**config.mk**
```make
export PLATFORM = sky130hd
export DESIGN_NAME = hex_word_tx_flat
export DESIGN_NICKNAME = d
export VERILOG_FILES = /design/src/rtl/hex_word_tx_if.sv /design/src/rtl/hex_word_tx.sv /design/src/flat_wrapper.sv
export SDC_FILE = /design/constraint.sdc
export NUM_CORES = 1
export LEC_CHECK = 0
export ABC_AREA = 1
export CORE_MARGIN = 2
export CORE_UTILIZATION = 50
export CTS_CLUSTER_SIZE = 14
export DETAILED_ROUTE_END_ITERATION = 12
export GPL_ROUTABILITY_DRIVEN = 0
export GPL_TIMING_DRIVEN = 0
export PLACE_DENSITY = 0.79
export SLEW_MARGIN = 5
export SYNTH_ARGS = -nofsm -noshare
export SYNTH_HDL_FRONTEND = slang
export SYNTH_SLANG_ARGS = --single-unit
```
**constraint.sdc**
```tcl
create_clock -name i_clk -period 4.5 [get_ports i_clk]
set_input_delay 0.45 -clock i_clk [delete_from_list [all_inputs] [get_ports i_clk]]
set_output_delay 0.45 -clock i_clk [all_outputs]
set_load 0.005 [all_outputs]
```
**src/rtl/hex_word_tx_if.sv**
```systemverilog
// hex_word_tx_if: word-write and character-stream signals of the hex-dump serializer.
//   master : producer side (drives words, observes FIFO status and characters,
//            drives downstream busy back in)
//   slave  : serializer side
//   i_stb/i_data/o_busy          word write handshake
//   o_count/o_idle               FIFO occupancy and engine-idle status
//   o_tx_stb/o_tx_data/i_tx_busy character handshake toward the UART
interface hex_word_tx_if #(
  parameter int W     = 32,
  parameter int DEPTH = 4
);
  localparam int CW = $clog2(DEPTH + 1);

  logic          i_stb;
  logic [W-1:0]  i_data;
  logic          o_busy;
  logic [CW-1:0] o_count;
  logic          o_idle;
  logic          o_tx_stb;
  logic [7:0]    o_tx_data;
  logic          i_tx_busy;

  modport master (
    output i_stb, i_data, i_tx_busy,
    input  o_busy, o_count, o_idle, o_tx_stb, o_tx_data
  );

  modport slave (
    input  i_stb, i_data, i_tx_busy,
    output o_busy, o_count, o_idle, o_tx_stb, o_tx_data
  );
endinterface

```
**src/rtl/hex_word_tx.sv**
```systemverilog
// hex_word_tx: queues W-bit words in a DEPTH-entry FIFO and prints each one as
// ASCII hex (MSB nibble first) with optional "0x" prefix and "\r\n" terminator.
//   i_clk   : clock, rising edge
//   i_reset : synchronous active-high reset
//   bus     : hex_word_tx_if slave (word write, FIFO status, character stream)
// All outputs are registered; the character registers are loaded from the
// next-state values so o_tx_stb/o_tx_data always describe the current state.
module hex_word_tx #(
  parameter int W       = 32,
  parameter int DEPTH   = 4,
  parameter int PREFIX  = 1,
  parameter int NEWLINE = 1,
  parameter int UPPER   = 0
) (
  input  logic         i_clk,
  input  logic         i_reset,
  hex_word_tx_if.slave bus
);
  localparam int N   = W / 4;
  localparam int AW  = $clog2(DEPTH);
  localparam int CW  = $clog2(DEPTH + 1);
  localparam int DCW = (N > 1) ? $clog2(N) : 1;

  typedef enum logic [2:0] {
    ST_IDLE  = 3'd0,
    ST_PFX0  = 3'd1,
    ST_PFX1  = 3'd2,
    ST_DIGIT = 3'd3,
    ST_CR    = 3'd4,
    ST_LF    = 3'd5
  } state_t;

  logic [W-1:0]   r_mem [DEPTH];
  logic [AW-1:0]  r_wr_ptr;
  logic [AW-1:0]  r_rd_ptr;
  logic [CW-1:0]  r_count;
  logic           r_busy;
  logic           r_idle;
  state_t         r_state;
  logic [W-1:0]   r_shift;
  logic [DCW-1:0] r_digit;
  logic           r_tx_stb;
  logic [7:0]     r_tx_data;

  logic           w_push;
  logic           w_pop;
  logic           w_empty;
  logic           w_accept;
  logic           w_word_done;
  logic [CW-1:0]  w_count_nxt;
  state_t         w_state_nxt;
  logic [W-1:0]   w_shift_nxt;
  logic [DCW-1:0] w_digit_nxt;
  logic [7:0]     w_tx_data_nxt;

  // ASCII for one hex nibble; letter case fixed by UPPER.
  function automatic logic [7:0] hex_char(input logic [3:0] nib);
    if (nib < 4'd10) begin
      return 8'h30 + {4'h0, nib};
    end else if (UPPER != 0) begin
      return 8'h37 + {4'h0, nib};
    end else begin
      return 8'h57 + {4'h0, nib};
    end
  endfunction

  assign w_push   = bus.i_stb && !r_busy;
  assign w_empty  = (r_count == {CW{1'b0}});
  assign w_accept = r_tx_stb && !bus.i_tx_busy;

  // FIFO occupancy after this edge.
  always_comb begin
    w_count_nxt = r_count;
    case ({w_push, w_pop})
      2'b10:   w_count_nxt = r_count + {{(CW-1){1'b0}}, 1'b1};
      2'b01:   w_count_nxt = r_count - {{(CW-1){1'b0}}, 1'b1};
      default: w_count_nxt = r_count;
    endcase
  end

  // Character FSM next state; IDLE is treated as "word done" so the pop/load
  // path is shared between word start and back-to-back words.
  always_comb begin
    w_state_nxt = r_state;
    w_shift_nxt = r_shift;
    w_digit_nxt = r_digit;
    w_pop       = 1'b0;
    w_word_done = 1'b0;
    case (r_state)
      ST_IDLE: w_word_done = 1'b1;
      ST_PFX0: begin
        if (w_accept) begin
          w_state_nxt = ST_PFX1;
        end else begin
          w_state_nxt = r_state;
        end
      end
      ST_PFX1: begin
        if (w_accept) begin
          w_state_nxt = ST_DIGIT;
        end else begin
          w_state_nxt = r_state;
        end
      end
      ST_DIGIT: begin
        if (w_accept) begin
          w_shift_nxt = r_shift << 4;
          if (r_digit == {DCW{1'b0}}) begin
            if (NEWLINE != 0) begin
              w_state_nxt = ST_CR;
            end else begin
              w_word_done = 1'b1;
            end
          end else begin
            w_digit_nxt = r_digit - {{(DCW-1){1'b0}}, 1'b1};
          end
        end else begin
          w_state_nxt = r_state;
        end
      end
      ST_CR: begin
        if (w_accept) begin
          w_state_nxt = ST_LF;
        end else begin
          w_state_nxt = r_state;
        end
      end
      ST_LF: begin
        if (w_accept) begin
          w_word_done = 1'b1;
        end else begin
          w_state_nxt = r_state;
        end
      end
      default: w_state_nxt = ST_IDLE;
    endcase

    if (w_word_done && !w_empty) begin
      w_pop       = 1'b1;
      w_shift_nxt = r_mem[r_rd_ptr];
      w_digit_nxt = DCW'(N - 1);
      w_state_nxt = (PREFIX != 0) ? ST_PFX0 : ST_DIGIT;
    end else if (w_word_done) begin
      w_state_nxt = ST_IDLE;
    end else begin
      w_pop = 1'b0;
    end
  end

  // Character that the next state presents.
  always_comb begin
    w_tx_data_nxt = 8'h00;
    case (w_state_nxt)
      ST_PFX0:  w_tx_data_nxt = 8'h30;
      ST_PFX1:  w_tx_data_nxt = 8'h78;
      ST_DIGIT: w_tx_data_nxt = hex_char(w_shift_nxt[W-1 -: 4]);
      ST_CR:    w_tx_data_nxt = 8'h0D;
      ST_LF:    w_tx_data_nxt = 8'h0A;
      default:  w_tx_data_nxt = 8'h00;
    endcase
  end

  // FIFO storage; contents need no reset since occupancy gates every read.
  always_ff @(posedge i_clk) begin
    if (w_push) begin
      r_mem[r_wr_ptr] <= bus.i_data;
    end
  end

  // Pointers, status, FSM and character output registers.
  always_ff @(posedge i_clk) begin
    if (i_reset) begin
      r_wr_ptr  <= {AW{1'b0}};
      r_rd_ptr  <= {AW{1'b0}};
      r_count   <= {CW{1'b0}};
      r_busy    <= 1'b0;
      r_idle    <= 1'b1;
      r_state   <= ST_IDLE;
      r_shift   <= {W{1'b0}};
      r_digit   <= {DCW{1'b0}};
      r_tx_stb  <= 1'b0;
      r_tx_data <= 8'h00;
    end else begin
      if (w_push) begin
        r_wr_ptr <= r_wr_ptr + {{(AW-1){1'b0}}, 1'b1};
      end
      if (w_pop) begin
        r_rd_ptr <= r_rd_ptr + {{(AW-1){1'b0}}, 1'b1};
      end
      r_count   <= w_count_nxt;
      r_busy    <= (w_count_nxt == CW'(DEPTH));
      r_idle    <= (w_state_nxt == ST_IDLE) && (w_count_nxt == {CW{1'b0}});
      r_state   <= w_state_nxt;
      r_shift   <= w_shift_nxt;
      r_digit   <= w_digit_nxt;
      r_tx_stb  <= (w_state_nxt != ST_IDLE);
      r_tx_data <= w_tx_data_nxt;
    end
  end

  assign bus.o_busy    = r_busy;
  assign bus.o_count   = r_count;
  assign bus.o_idle    = r_idle;
  assign bus.o_tx_stb  = r_tx_stb;
  assign bus.o_tx_data = r_tx_data;
endmodule

```
**src/flat_wrapper.sv**
```systemverilog
// flat-port wrapper written by rule: the top's interface ports become plain ports
module hex_word_tx_flat 
#(
  parameter int W       = 32,
  parameter int DEPTH   = 4,
  parameter int PREFIX  = 1,
  parameter int NEWLINE = 1,
  parameter int UPPER   = 0
)
  (i_clk, i_reset, bus_i_stb, bus_i_data, bus_i_tx_busy, bus_o_busy, bus_o_count, bus_o_idle, bus_o_tx_stb, bus_o_tx_data);
  hex_word_tx_if #(.W(W), .DEPTH(DEPTH)) bus_i ();
  input  logic i_clk;
  input  logic i_reset;
  input wire logic [$bits(bus_i.i_stb)-1:0] bus_i_stb;
  input wire logic [$bits(bus_i.i_data)-1:0] bus_i_data;
  input wire logic [$bits(bus_i.i_tx_busy)-1:0] bus_i_tx_busy;
  output wire logic [$bits(bus_i.o_busy)-1:0] bus_o_busy;
  output wire logic [$bits(bus_i.o_count)-1:0] bus_o_count;
  output wire logic [$bits(bus_i.o_idle)-1:0] bus_o_idle;
  output wire logic [$bits(bus_i.o_tx_stb)-1:0] bus_o_tx_stb;
  output wire logic [$bits(bus_i.o_tx_data)-1:0] bus_o_tx_data;
  assign bus_i.i_stb = bus_i_stb;
  assign bus_i.i_data = bus_i_data;
  assign bus_i.i_tx_busy = bus_i_tx_busy;
  assign bus_o_busy = bus_i.o_busy;
  assign bus_o_count = bus_i.o_count;
  assign bus_o_idle = bus_i.o_idle;
  assign bus_o_tx_stb = bus_i.o_tx_stb;
  assign bus_o_tx_data = bus_i.o_tx_data;
  hex_word_tx #(.W(W), .DEPTH(DEPTH), .PREFIX(PREFIX), .NEWLINE(NEWLINE), .UPPER(UPPER)) u_core (.i_clk(i_clk), .i_reset(i_reset), .bus(bus_i));
endmodule
```
==> results of run 1 <==
power breakdown:
part           total [mW]  internal [mW]  switching (mW)
Sequential           2.31           2.16           0.150
Combinational        1.83          0.631            1.20
Clock                1.44          0.796           0.642
Total                5.58           3.59            1.99
logic make-up after synthesis:
| family | after synthesis | synth area share (%) |
|---|---|---|
| adder cells (fa/ha/maj) | 9 | 1.62 |
| AO/OA/AOI/OAI | 147 | 11.2 |
| AND/OR/NAND/NOR | 266 | 15.0 |
| buffers and inverters | 88 | 4.90 |
| XOR/XNOR | 1 | 0.118 |
| flip-flops | 185 | 67.1 |
| other | 1 | 0.0505 |
routing by layer:
metal / up-vias / share of wire [%]
li1: 2543 / -
met1: 2530 / 43
met2: 181 / 50
met3: 19 / 5.7
met4: 0 / 1.6
met5: - / 0
cells in the final DEF (no fill, tap or decap), types with 2 or more instances in the layout:
cell type	instances
inv_6	2
nor2_1	73
clkbuf_1	22
clkdlybuf4s50_1	47
buf_12	3
nand4_1	2
a21oi_1	17
edfxtp_1	128
inv_4	2
o22ai_1	28
o211ai_1	2
buf_4	4
nand2_2	5
dfxtp_1	57
nand3_2	2
ha_1	8
nor2_4	6
nand2_1	142
nand3_1	28
inv_2	3
o21ai_2	2
inv_1	50
a31oi_1	25
o21ai_0	64
nand2_4	4
clkinv_1	2
clkbuf_16	19
buf_2	8
inv_8	2
o21ai_1	6
state kept, by name, summed over array words and instances (netlist names), named ones only:
name                  flops
u_core.r_mem            128
u_core.r_shift           32
u_core.bus.o_tx_data      7
u_core.bus.o_count        3
u_core.r_digit            3
u_core.r_state            3
u_core.r_rd_ptr           2
u_core.r_wr_ptr           2
u_core.bus.o_busy         1
u_core.bus.o_idle         1
u_core.bus.o_tx_stb       1
path summary, 6_finish.rpt:
path	startpoint	to
min	u_core.r_shift[3]$_SDFFE_PP0P_	u_core.r_shift[3]$_SDFFE_PP0P_
max reg2reg	u_core.bus.o_tx_stb$_SDFF_PP0_	u_core.bus.o_idle$_SDFF_PP1_
max	bus_i_tx_busy	u_core.bus.o_idle$_SDFF_PP1_
min reg2reg	u_core.r_shift[3]$_SDFFE_PP0P_	u_core.r_shift[3]$_SDFFE_PP0P_
worst max-delay path, cell delays in order:
cell and delay, ns:
clkdlybuf4s50_1 0.39, inv_1 0.05, nand2_1 0.16, o21ai_4 0.33, nand2_4 0.11, inv_2 0.16
buf_2 0.28, ha_1 0.18, inv_1 0.06, fa_1 0.37, or2_2 0.32, nand4_1 0.08
nand3_1 0.12, and3_1 0.18
area by class of cell:
type | count | share of cell area [%]
Multi-Input combinational cell | 424 | 23.9
Clock buffer | 21 | 5.59
Buffer | 35 | 1.87
Timing Repair Buffer | 51 | 6.32
Tap cell | 184 | 2.61
Inverter | 53 | 2.25
Clock inverter | 11 | 0.922
Sequential cell | 185 | 56.5
cell usage after synthesis (5+ instances only):
cell type	instances
nand2_2	5
a31oi_1	25
o21ai_0	64
o22ai_1	28
dfxtp_1	57
ha_1	8
nand3_1	28
nor2_1	77
clkbuf_1	21
nand2_1	142
a21oi_1	17
buf_2	8
o21ai_1	6
edfxtp_1	128
inv_1	48
per-stage QoR:
stage	std cells	setup slack, ns
CTS	964	1.63
global route	964	1.41
global placement	928	0.188
detailed placement	932	1.18
finish	964	1.58
floorplan	697	1.94
==> metrics, run 1 <==
Pre-antenna DRT Iters=5; CP Capture Type=register; number of synthesized flops with an enable pin=128; Rel. slew slack=58.8%; Total GRT Usage=20.4%; Maximum Capacitance Violations=0; reg-to-reg slack, setup=1.70 ns; cells after synthesis=697; die area=15,900 sq um; Arrival @ worst endpoint=3.24 ns; HP Class=register to register; unrepaired setup endpoints after global routing=no; worst-path fanout max=10; drt wl/cell=16.5 um; ant diodes=0; Final period util=64.9%; core area=14,500 sq um; Synth Flop Type=edfxtp_1; Iter 0 DRT Violations=406; # Post-CTS Setup Buffers=0; Synth Cell Area=7430 sq um; post-synth cell types=36; HPWL Detailed=10,400 um; largest net degree at the start of global routing=26; critical path startpoint category=primary input; syn_nets=742; Die W=126 um; crit path kind=primary input to register; Layout area overhead=18.7%; Filler cells=1,181; minimum clock period after layout=2.92 ns; Worst Tran Pin Value=0.616 ns; Slew Limit Fails=0; fin util=60.7%; nets@finish=812; Async SR Flop Fraction=0%; fin area=8820 sq um; hold path cells=2; grt met3 use=4.72%; maximum vdd drop=0.362 mV; met1 Use GR=25.6%; clock root buffer=clkbuf_16; ranking of synthesized cells by area=edfxtp_1 (52%), dfxtp_1 (15%), nand2_1 (7.2%), o21ai_0 (4.3%), nor2_1 (3.9%); die height=126 um; clk_lat worst skew=0.43 ns; top-area cell type share of the netlist area=51.7%; post-CTS sizing=0; Peak Freq=0.342 GHz; Multi-input gate area=2110 sq um; number of I/O pins=50; final antenna-violating net count=0; Rows=44; Seq. cell area=4980 sq um; P_leak=3.26 nW; worst hold slack=0.467 ns; CTS tree=yes; sequential share of the synthesized area=67.1%; Worst-path clk slew=0.07 ns; status=finished, final reports clean; Max Buffers Root-to-Sink=2; Inserted Clock Buffers=17; DRC=0; first-pass GRT wire length=24,700 um; Sum Neg Setup Slack=0 ns; CTS Sinks=185; H-tree levels=4; Initial Util=51.1%; final setup violation count=0; GRT overflow=0; Synth Warn #=0; Synth Area per Inst=10.7 sq um; M2 GR Usage=34.4%; Vias/cell=5.47; final wirelength=15,900 um; CP required=4.82 ns; cell taking the most area after synthesis=edfxtp_1; initial antenna violation count=0; vias in the first global route=4,990; P per Cell Area=632 nW/um^2; share of layout cells above drive strength 1=9.36%; CTS Hold Bufs=0; R2R depth=12; Final Total Pwr=5.58 mW; DP Area=8250 sq um; post-synthesis register bit count=185; via count=5,273; global route hottest layer=met2; Final Hold Vio Count=0; Setup Skew=0.00987 ns; Port-buffer cells=47
Note: power is estimated with default switching activity, not from simulation.
==> inputs of run 2 (changes only) <==
==> constraint.sdc (replaced) <==
create_clock -name i_clk -period 3 [get_ports i_clk]
set_input_delay 0.3 -clock i_clk [delete_from_list [all_inputs] [get_ports i_clk]]
set_output_delay 0.3 -clock i_clk [all_outputs]
set_load 0.005 [all_outputs]
==> results of run 2 <==
Same layout as run 1 (identical final DEF). Status: finished, final reports clean.
Among the figures that moved: setup slack after placement 1.18 ns -> -0.170 ns; setup slack after layout 1.58 ns -> 0.199 ns; hold slack 0.467 ns -> 0.326 ns; start point of the critical path bus_i_tx_busy -> u_core.bus.o_tx_stb$_SDFF_PP0_; register-to-register setup slack 1.70 ns -> 0.20 ns; end point of the worst hold path u_core.r_shift[3]$_SDFFE_PP0P_ -> u_core.bus.o_tx_stb$_SDFF_PP0_; total power 5.58 mW -> 8.36 mW; worst IR drop on VDD 0.362 mV -> 0.543 mV
==> inputs of run 3 (changes only) <==
--- a/config.mk
+++ b/config.mk
@@ -8,6 +8,7 @@
 export ABC_AREA = 1
 export CORE_MARGIN = 2
 export CORE_UTILIZATION = 50
+export CTS_BUF_LIST = sky130_fd_sc_hd__clkbuf_8
 export CTS_CLUSTER_SIZE = 14
 export DETAILED_ROUTE_END_ITERATION = 12
 export GPL_ROUTABILITY_DRIVEN = 0
==> metrics, run 3 (same netlist as run 1, synthesis figures left out) <==
Setup Skew=0.0116 ns (+0.00171 ns); HP Class=primary input to register; most common cell after layout, fill and taps aside=nand2_1; final antenna-violating net count=0 (unchanged); critical path startpoint category=register; Pre-antenna DRT Iters=5 (unchanged); status=finished, final reports clean; Buf/Inv on CP=3; largest net degree at the start of global routing=26 (unchanged); minimum clock period after layout=2.80 ns; Layout area overhead=16.3%; max incr delay on CP=0.37 ns; Max Buffers Root-to-Sink=2 (unchanged); Initial Util=51.1% (unchanged); Inserted Clock Buffers=17 (unchanged); initial antenna violation count=0 (unchanged); GRT overflow=0 (unchanged); Finished Layout Cells=964 (unchanged); ant diodes=0 (unchanged); H-tree levels=4 (unchanged); share of layout cells above drive strength 1=9.36% (unchanged); Peak Freq=0.357 GHz; Worst Tran Pin Value=0.641 ns (+0.0246 ns); crit path kind=register to register; post-CTS sizing=0 (unchanged); core area=14,500 sq um (unchanged); worst-path fanout max=10 (unchanged); CTS Hold Bufs=0 (unchanged); Arrival @ worst endpoint=3.16 ns; max reg flops=128 (unchanged); CTS Sinks=185 (unchanged); maximum vdd drop=0.513 mV; CTS tree=yes; slowest CP cell=fa_1; Post-Place Cells=932 (unchanged); Final period util=93.4%; Top reg by flops=u_core.r_mem; vias in the first global route=4,930 (-1.2%); final setup violation count=0 (unchanged); Iter 0 DRT Violations=435 (+7.1%); leading cell types in the layout, fill and taps excluded=nand2_1 (142), edfxtp_1 (128), nor2_1 (73), o21ai_0 (64), dfxtp_1 (57); unrepaired setup endpoints after global routing=no; CP Capture Type=register; clk_lat worst skew=0.46 ns (+0.03 ns); CP required=3.36 ns; Vias/cell=5.44 (-0.55%); nets@finish=812 (unchanged); # Post-CTS Setup Buffers=0 (unchanged); Slew Limit Fails=0 (unchanged); drt wl/cell=16.1 um (-2.5%); HPWL Detailed=10,400 um (unchanged); die height=126 um (unchanged); first-pass GRT wire length=24,400 um (-1.3%); die area=15,900 sq um (unchanged); Total GRT Usage=20.1% (-0.24 points); Rows=44 (unchanged); via count=5,244 (-0.55%); CP delay by family, top=simple AND/OR/NAND/NOR gates; Sum Neg Setup Slack=0 ns (unchanged); P_leak=3.18 nW (-2.4%); crit path cell chain=nand2_1 > o21ai_4 > nand2_4 > inv_2 > buf_2 > ha_1 > inv_1 > fa_1 > or2_2 > nand4_1 > nand3_1 > and3_1; Die W=126 um (unchanged); final wirelength=15,500 um (-2.5%); Worst-path clk slew=0.09 ns (+0.02 ns); Rel. slew slack=57.2% (-1.6 points); Port-buffer cells=47 (unchanged); clock root buffer=clkbuf_8; Final Hold Vio Count=0 (unchanged); Filler cells=1,202 (+1.8%); DRC=0 (unchanged); Maximum Capacitance Violations=0 (unchanged); P per Cell Area=906 nW/um^2; number of I/O pins=50 (unchanged)
run 3: cell count changes in the layout (fill, tap and decap cells not counted):
| cell | previous run | this run |
|---|---|---|
| clkbuf_1 | 22 | 21 |
| clkbuf_16 | 19 | 0 |
| clkbuf_8 | 1 | 18 |
| bufinv_16 | 0 | 2 |
| inv_1 | 50 | 51 |
run 3: where the power goes:
part | internal (mW) | switching (mW)
Sequential | 3.24 | 0.221
Combinational | 0.946 | 1.78
Clock | 0.770 | 0.877
run 3: layer usage:
layer  share of wire [%]  vias up  wire, um  track usage (%)
met3                 5.7       24       882             4.76
met1                  43     2513      6630             25.4
met2                  50      164      7690             34.0
met5                   0        -         0                0
li1                    -     2543         -                -
met4                 1.8        0       276             7.30
run 3: worst paths after layout:
check        cells after the start                           start  slack (ns)                             end
min reg2reg                      2  u_core.r_shift[1]$_SDFFE_PP0P_        0.47  u_core.r_shift[1]$_SDFFE_PP0P_
max                             12  u_core.bus.o_tx_stb$_SDFF_PP0_        0.20    u_core.bus.o_idle$_SDFF_PP1_
max reg2reg                     12  u_core.bus.o_tx_stb$_SDFF_PP0_        0.20    u_core.bus.o_idle$_SDFF_PP1_
min                              2                         i_reset        0.28  u_core.bus.o_tx_stb$_SDFF_PP0_
run 3: per-stage QoR:
step	util, %	area (sq um)	hold WS [ns]	setup WS (ns)	power (mW)
5_1_grt	59.5	8640	0.300	0.00919	8.33
4_1_cts	59.5	8640	0.278	0.218	7.85
6_report	59.5	8640	0.282	0.197	7.83
3_3_place_gp	56.0	8130	0.449	-1.16	6.09
3_5_place_dp	56.8	8250	0.457	-0.170	6.22
2_1_floorplan	-	7430	0.399	0.578	5.34
run 3: cell type report:
class | count | area, sq um | area share (%)
buffer | 35 | 165 | 1.91
clock buffer | 18 | 248 | 2.87
multi-input combinational | 424 | 2110 | 24.4
clock inverter | 14 | 145 | 1.68
sequential | 185 | 4980 | 57.7
tap | 184 | 230 | 2.66
timing repair buffer | 51 | 558 | 6.46
inverter | 53 | 199 | 2.30
